==> src/rtl/mac_array_ctrl.sv <==
// Sequencer for a ROW x COL weight-stationary systolic MAC array: kernel load,
// activation stream, psum drain, with per-row skewed instruction lanes.
module mac_array_ctrl #(
  parameter int unsigned ROW     = 8,
  parameter int unsigned COL     = 8,
  parameter int unsigned LEN_BW  = 8,
  parameter int unsigned ADDR_BW = 8
) (
  input  logic               clk,
  input  logic               reset,
  input  logic               start,
  input  logic [LEN_BW-1:0]  exec_len,
  output logic               busy,
  output logic               done,
  output logic               mem_rd_en,
  output logic               mem_sel,
  output logic [ADDR_BW-1:0] mem_addr,
  output logic [2*ROW-1:0]   inst_w
);

  localparam int unsigned SPAN_BW = $clog2(ROW + COL);
  localparam int unsigned CNT_BW  = ((LEN_BW > SPAN_BW) ? LEN_BW : SPAN_BW) + 1;

  localparam logic [CNT_BW-1:0] LOAD_LAST  = CNT_BW'(COL - 1);
  localparam logic [CNT_BW-1:0] GAP_LAST   = CNT_BW'(ROW - 1);
  localparam logic [CNT_BW-1:0] DRAIN_LAST = CNT_BW'(ROW + COL - 1);

  typedef enum logic [2:0] {
    S_IDLE  = 3'd0,
    S_LOAD  = 3'd1,
    S_GAP   = 3'd2,
    S_EXEC  = 3'd3,
    S_DRAIN = 3'd4,
    S_DONE  = 3'd5
  } state_t;

  state_t              state_q, state_d;
  logic [CNT_BW-1:0]   cnt_q, cnt_d;
  logic [LEN_BW-1:0]   len_q, len_d;

  logic                busy_d, done_d, rd_en_d, sel_d;
  logic [ADDR_BW-1:0]  addr_d;
  logic [1:0]          base_inst;

  // State, counter and job-length registers
  always_ff @(posedge clk) begin
    if (reset) begin
      state_q <= S_IDLE;
      cnt_q   <= '0;
      len_q   <= '0;
    end else begin
      state_q <= state_d;
      cnt_q   <= cnt_d;
      len_q   <= len_d;
    end
  end

  // Next-state logic; cnt restarts from zero on every state entry
  always_comb begin
    state_d = state_q;
    cnt_d   = cnt_q + CNT_BW'(1);
    len_d   = len_q;
    unique case (state_q)
      S_IDLE: begin
        cnt_d = '0;
        if (start && (exec_len != '0)) begin
          state_d = S_LOAD;
          len_d   = exec_len;
        end
      end
      S_LOAD: begin
        if (cnt_q == LOAD_LAST) begin
          state_d = S_GAP;
          cnt_d   = '0;
        end
      end
      S_GAP: begin
        if (cnt_q == GAP_LAST) begin
          state_d = S_EXEC;
          cnt_d   = '0;
        end
      end
      S_EXEC: begin
        if (cnt_q == (CNT_BW'(len_q) - CNT_BW'(1))) begin
          state_d = S_DRAIN;
          cnt_d   = '0;
        end
      end
      S_DRAIN: begin
        if (cnt_q == DRAIN_LAST) begin
          state_d = S_DONE;
          cnt_d   = '0;
        end
      end
      S_DONE: begin
        state_d = S_IDLE;
        cnt_d   = '0;
      end
      default: begin
        state_d = S_IDLE;
        cnt_d   = '0;
      end
    endcase
  end

  // Moore outputs for the coming cycle; address and region hold outside reads
  always_comb begin
    busy_d  = 1'b0;
    done_d  = 1'b0;
    rd_en_d = 1'b0;
    sel_d   = mem_sel;
    addr_d  = mem_addr;
    unique case (state_d)
      S_LOAD: begin
        busy_d  = 1'b1;
        rd_en_d = 1'b1;
        sel_d   = 1'b0;
        addr_d  = ADDR_BW'(cnt_d);
      end
      S_EXEC: begin
        busy_d  = 1'b1;
        rd_en_d = 1'b1;
        sel_d   = 1'b1;
        addr_d  = ADDR_BW'(cnt_d);
      end
      S_GAP, S_DRAIN: busy_d = 1'b1;
      S_DONE:         done_d = 1'b1;
      default: ;
    endcase
  end

  // Output registers; base_inst trails the read strobe to meet returning data
  always_ff @(posedge clk) begin
    if (reset) begin
      busy      <= 1'b0;
      done      <= 1'b0;
      mem_rd_en <= 1'b0;
      mem_sel   <= 1'b0;
      mem_addr  <= '0;
      base_inst <= 2'b00;
    end else begin
      busy      <= busy_d;
      done      <= done_d;
      mem_rd_en <= rd_en_d;
      mem_sel   <= sel_d;
      mem_addr  <= addr_d;
      base_inst <= mem_rd_en ? (mem_sel ? 2'b10 : 2'b01) : 2'b00;
    end
  end

  // Row r sees base_inst delayed by r cycles
  generate
    if (ROW > 1) begin : g_skew
      localparam int unsigned SKEW_W = 2 * (ROW - 1);
      logic [SKEW_W-1:0] skew_q;

      always_ff @(posedge clk) begin
        if (reset) begin
          skew_q <= '0;
        end else begin
          skew_q <= SKEW_W'({skew_q, base_inst});
        end
      end

      assign inst_w = {skew_q, base_inst};
    end else begin : g_no_skew
      assign inst_w = base_inst;
    end
  endgenerate

endmodule

==> config.mk <==
export PLATFORM = sky130hd
export DESIGN_NAME = mac_array_ctrl
export DESIGN_NICKNAME = d
export VERILOG_FILES = /design/src/rtl/mac_array_ctrl.sv
export SDC_FILE = /design/constraint.sdc
export NUM_CORES = 1
export LEC_CHECK = 0
export CAP_MARGIN = 20
export CORE_AREA = 2 2 76 78
export CTS_CLUSTER_DIAMETER = 80
export DETAILED_ROUTE_END_ITERATION = 10
export DIE_AREA = 0 0 78 80
export DONT_BUFFER_PORTS = 1
export HOLD_SLACK_MARGIN = 0.03
export RECOVER_POWER = 50
export SLEW_MARGIN = 20
export SYNTH_ARGS = -nofsm -noshare
export SYNTH_HDL_FRONTEND = slang
export SYNTH_SLANG_ARGS = --single-unit
==> constraint.sdc <==
create_clock -name clk -period 2.35 [get_ports clk]
set_input_delay 0.5875 -clock clk [delete_from_list [all_inputs] [get_ports clk]]
set_output_delay 0.5875 -clock clk [all_outputs]
set_load 0.02 [all_outputs]
Word-level counts from Yosys, hierarchy flattened
Index checks and enable logic that the tools add are counted.
Word-level totals
  output and inout bits: 28
  flip-flop bits (word level): 48
  input port bits: 11
  logic and storage cells: 49
Operators by class
  bitwise logic cells: 1
  $add $sub $neg: 2
  equal/unequal tests: 12
  muxes and demuxes: 15
  reductions and logical operators: 9
Operators with widths (number)
  9-bit 2-to-1 mux: 3
  9-bit case mux with 3 select lines: 1
  3-bit 2-to-1 mux: 5
  3-bit case mux with 5 select lines: 1
  3-bit by 2-bit == test with 1-bit output, second input constant: 4
  9-bit by 1-bit adder with 9-bit output, second input constant: 1
  3-bit == test, second input constant: 3
  9-bit by 3-bit == test with 1-bit output, second input constant: 1
  9-bit by 4-bit == test with 1-bit output, second input constant: 1
  9-bit == test: 1
  8-bit by 1-bit subtractor with 9-bit output, second input constant: 1
  8-bit nonzero test: 1
  3-bit by 1-bit == test with 1-bit output, second input constant: 2
  2-bit OR reduction: 3
  4-bit OR reduction: 1
  3-bit logical NOT: 1
  1-bit 2-to-1 mux: 3
  2-bit 2-to-1 mux: 1
  1-bit case mux with 2 select lines: 1
  2-bit AND reduction: 1
  2-bit nonzero test: 1
  1-bit logical AND: 1
  1-bit inverter: 1

Longest topological paths before layout
  word-level depth: 7
  depth in mapped cells: 9

Worst setup path after synthesis
Ideal clock, no wire load.
  path kind: reg-to-reg
  start: reg len_q[0]
  end: reg state_q[2]
  setup time: 0.071 ns
  data arrival time: 2.521 ns
  path slack: -0.242 ns
  stages on the path, launching flop included: 10
  period minus slack after synthesis: 2.592 ns
  cells stage by stage: dfxtp_1 inv_1 ha_1 clkbuf_1 o21ba_2 a221o_1 a2111oi_0 o221ai_2 or4_1 a21oi_1
Between the ends
  cells in the longest elaborated chain, start to end: 4
Ends and longest elaborated chain
  from (decl): line 39  | logic [LEN_BW-1:0] len_q, len_d;
  from (signal assigned): line 54  | len_q <= len_d;
  8-bit by 1-bit subtractor with 9-bit output: line 84  | if (cnt_q == (CNT_BW'(len_q) - CNT_BW'(1))) begin
  9-bit == test: line 84
  3-bit 2-to-1 mux: line 84
  3-bit case mux with 5 select lines: line 63  | unique case (state_q)
  to (signal assigned): line 52  | state_q <= state_d;
  to (decl): line 37  | state_t state_q, state_d;
No other way between the ends.
A chain may end at the register's enable or synchronous reset.

Worst setup path in the final report
  start: reg len_q[1]
  end: reg mem_addr[1]
Between the ends
  cells in the longest elaborated chain, start to end: 6
  elaborated cells between the ends (all ways): 9
Ends and longest elaborated chain
  8-bit by 1-bit subtractor with 9-bit output *: line 84
  9-bit == test *: line 84
  3-bit 2-to-1 mux: line 84
  3-bit case mux with 5 select lines: line 63
  3-bit by 2-bit == test with 1-bit output / 3-bit by 1-bit == test with 1-bit output (equally long branches): line 113  | unique case (state_d)
  2-bit OR reduction (no source line)
  to (signal assigned): line 146  | mem_addr <= addr_d;
  to (decl): line 17  | output logic [ADDR_BW-1:0] mem_addr,
Mark *: on every way between the ends. The rest lies on a longest branch, timed or not.

==> summary.txt <==
Yosys
  • Sequential element share of the synthesized area: 45.15%
  • Post-synth ARST share: 0%
  • Synth unique cells: 52
  • Synth Flop Type: dfxtp_1
  • Yosys warning count: 0
  • Top-area cell type share of the netlist area: 45.15%
  • Post-Syn Area per Cell: 8.905 µm²
  • Post-synth EDFFs: 0
  • Synth Cell Area: 2128 µm²
  • Post-synthesis net count: 252
  • Synthesized flop and latch total: 48
  • Synth area leader: dfxtp_1
  • Synth Instances: 239
  • Synth top area cells: dfxtp_1 45%, xnor2_1 5.3%, nor2b_1 4.1%, a21oi_1 3.3%, nor3_1 3.3%

Floorplan
  • # IOs: 39
  • Die Wd: 78 µm
  • DIE AREA: 6240 µm²
  • Initial core utilization: 39.37%
  • # rows: 27
  • Die span in y: 80 µm
  • Core footprint: 5405 µm²

Timing
  • Final Setup Violations: 15
  • Post-layout worst setup margin: -0.04323 ns
  • Worst slew pin tran: 0.4394 ns
  • Slew margin rel.: 70.63%
  • Fin. Hold Viols: 0
  • Pins over their slew limit: 0
  • RSZ-0062 raised after global routing: true
  • Final Skew: 0.009646 ns
  • Final Critical Period: 2.393 ns
  • F_max: 0.4178 GHz
  • Final Cycle Share: 101.8%

Global route
  • Maximum number of pins on one net before global-route repair: 49
  • First-pass GRT wire length: 7824 µm
  • Vias in the first global route: 1,663
  • Gr usage total: 15.83%
  • Initial antenna violation count: 0
  • GR Overflow Total: 0

Worst setup path
  • Crit path arrival time: 2.62 ns
  • Worst Setup End Kind: register
  • Startpoint Class: register
  • CP required: 2.58 ns
  • Max FO, Critical Path: 8
  • Worst Setup Path Type: register to register

Route
  • Total routed wirelength: 4897 µm
  • Initial drt markers: 85
  • First-pass DRT Iterations: 5
  • Post-route antenna net violation count: 0
  • DR vias: 1,774
  • Drc violations: 0
  • WL per Instance: 14.66 µm
  • Via density per instance: 5.311

Worst hold path
  • Min-delay worst type: primary input to register

Power and ir drop
  • Pint: 1.272 mW
  • LEAKAGE: 0.9765 nW
  • Design Power: 1.703 mW
  • Max IR drop VDD: 338.5 µV
  • Flop pwr share: 50.2%
  • Power share of the clock group: 36.1%
  • Power Density: 631.1 nW/µm²
  • Comb pwr share: 13.7%
  • Sw frac: 25.31%
  • P_sw: 0.4311 mW

Layout
  • Finished Layout Cells: 334
  • Layout net count: 274
  • Final core occ: 49.93%
  • Ant diodes: 0
  • Layout area overhead: 26.81%
  • Filler Cells Inserted: 515
  • Share of post-route cells with drive strength above 1: 27.48%

Clock tree
  • Clk Latency, worst-skew pair: 0.31 ns
  • Clk slew on worst S/H paths: 0.10 ns
  • H-tree levels: 2
  • CTS root buf: clkbuf_8
  • CTS tree: done
  • Maximum clock path buffer count: 2
  • Clock sink count: 48
  • Num CTS Buffers: 5
  • # hold bufs at CTS: 0

Place
  • Final Wtd Congestion: 0.8978
  • Dpl hpwl: 3327 µm
  • Port Buffers: 0
  • Placed Cells: 322

Outcome
  • Status: finished, violations left
  • Failing checks: negative setup slack

Run
  • Max Cap Viol: 0
## per-layer routing
layer	global-route usage [%]	wire, µm	vias to the layer above
li1	-	-	886
met1	19.42	2126	856
met4	5.263	62	0
met3	3.959	211	4
met2	27.16	2496	28
met5	0	0	-
## flip-flops by register name, indices dropped and copies added (netlist names)
signal	count
busy	1
g_skew.skew_q	14
len_q	8
base_inst	2
mem_rd_en	1
mem_addr	8
state_q	3
mem_sel	1
done	1
cnt_q	9
## timing repair
| item | 4_1_cts | 5_1_grt |
|---|---|---|
| gates resized for setup | 18 | 21 |
| endpoints found under the setup margin | 23 | 22 |
| buffers inserted | 5 | 1 |
| pin swaps | 14 | 10 |
## cell families after synthesis
family	count (synthesis)	synth area share (%)
xor gates and xnor gates	20	8.231
and+or+nand+nor	94	24.16
AOI/OAI and AO/OA	47	15.93
muxes	1	0.4703
buffers and inverters	27	4.879
adders and majority gates	2	1.176
DFF	48	45.15
## power by group through the flow
stage	sequential [mW]	combinational, mW	clock (mW)
final	0.855	0.234	0.614
after global routing	0.858	0.255	0.669
after CTS	0.855	0.220	0.634
after detailed placement	0.872	0.173	0
after global placement	0.872	0.174	0
after floorplan	0.868	0.133	0
## synth_stat cells (2+ instances only)
master and instances:
a31oi_1 2, nand2_1 17, ha_1 2, a21oi_1 14, buf_1 2, nor4_1 5, nor2_1 16, or4_1 2
a22oi_1 2, o21ai_0 3, clkbuf_1 9, o21bai_1 2, xnor2_1 13, nand2b_1 2, nand4_1 2, o32ai_1 7
nor3_1 14, inv_1 14, o21a_1 2, nand3_1 6, dfxtp_1 48, nor2b_1 14, nand3b_1 2, xor2_1 7
or3_1 3, nor3b_1 3
## layout by cell type, fill, tap and decap left out, drive strengths merged, types with 3 or more instances in the layout
master	count
nand2	17
or4	3
a31oi	3
o21ai	4
inv	14
xnor2	13
nand3	6
nor2b	14
nor2	16
nor3	14
xor2	7
o32ai	7
buf	28
a21oi	15
nor3b	3
dfxtp	48
clkbuf	5
or3	3
nor4	5
## cell type report
type                    instances  area [µm²]  area share [%]
clock buffers                   5       68.82           2.550
clock inverters                 3       47.55           1.762
inverters                      14       52.55           1.947
multi-input cells             164        1254           46.45
flip-flops and latches         48       964.7           35.74
well taps                      72       90.09           3.338
repair buffers                 28       221.5           8.206
## metrics by stage
| stage | hold WS, ns | cell area [µm²] | setup TNS (ns) | setup slack [ns] |
|---|---|---|---|---|
| 2_1_floorplan | 0.4679 | 2137 | -0.8210 | -0.08361 |
| 4_1_cts | 0.3321 | 2599 | -0.8253 | -0.1494 |
| 3_3_place_gp | 0.4948 | 2355 | -1.437 | -0.1254 |
| 3_5_place_dp | 0.5043 | 2355 | -2.878 | -0.2093 |
| 6_report | 0.3436 | 2699 | -0.2763 | -0.04323 |
| 5_1_grt | 0.3269 | 2699 | -2.164 | -0.1557 |
## path summary, 6_finish.rpt
| kind | start | end | slack [ns] | depth (start not counted) |
|---|---|---|---|---|
| hold reg to reg | len_q[6]$_SDFFE_PP0P_ | len_q[6]$_SDFFE_PP0P_ | 0.53 | 2 |
| setup reg to reg | len_q[1]$_SDFFE_PP0P_ | mem_addr[1]$_SDFFE_PP0P_ | -0.04 | 8 |
| setup / recovery | len_q[1]$_SDFFE_PP0P_ | mem_addr[1]$_SDFFE_PP0P_ | -0.04 | 8 |
| hold / removal | reset | g_skew.skew_q[6]$_SDFF_PP0_ | 0.34 | 1 |
## worst max-delay path, stage by stage (launching register included)
cell,delay (ns)
dfxtp_2,0.36
inv_2,0.05
ha_4,0.17
o21ba_4,0.18
a221o_1,0.37
a2111oi_4,0.33
o221ai_2,0.22
o31a_4,0.37
o32ai_2,0.25
Note: power is estimated with default switching activity, not from simulation.
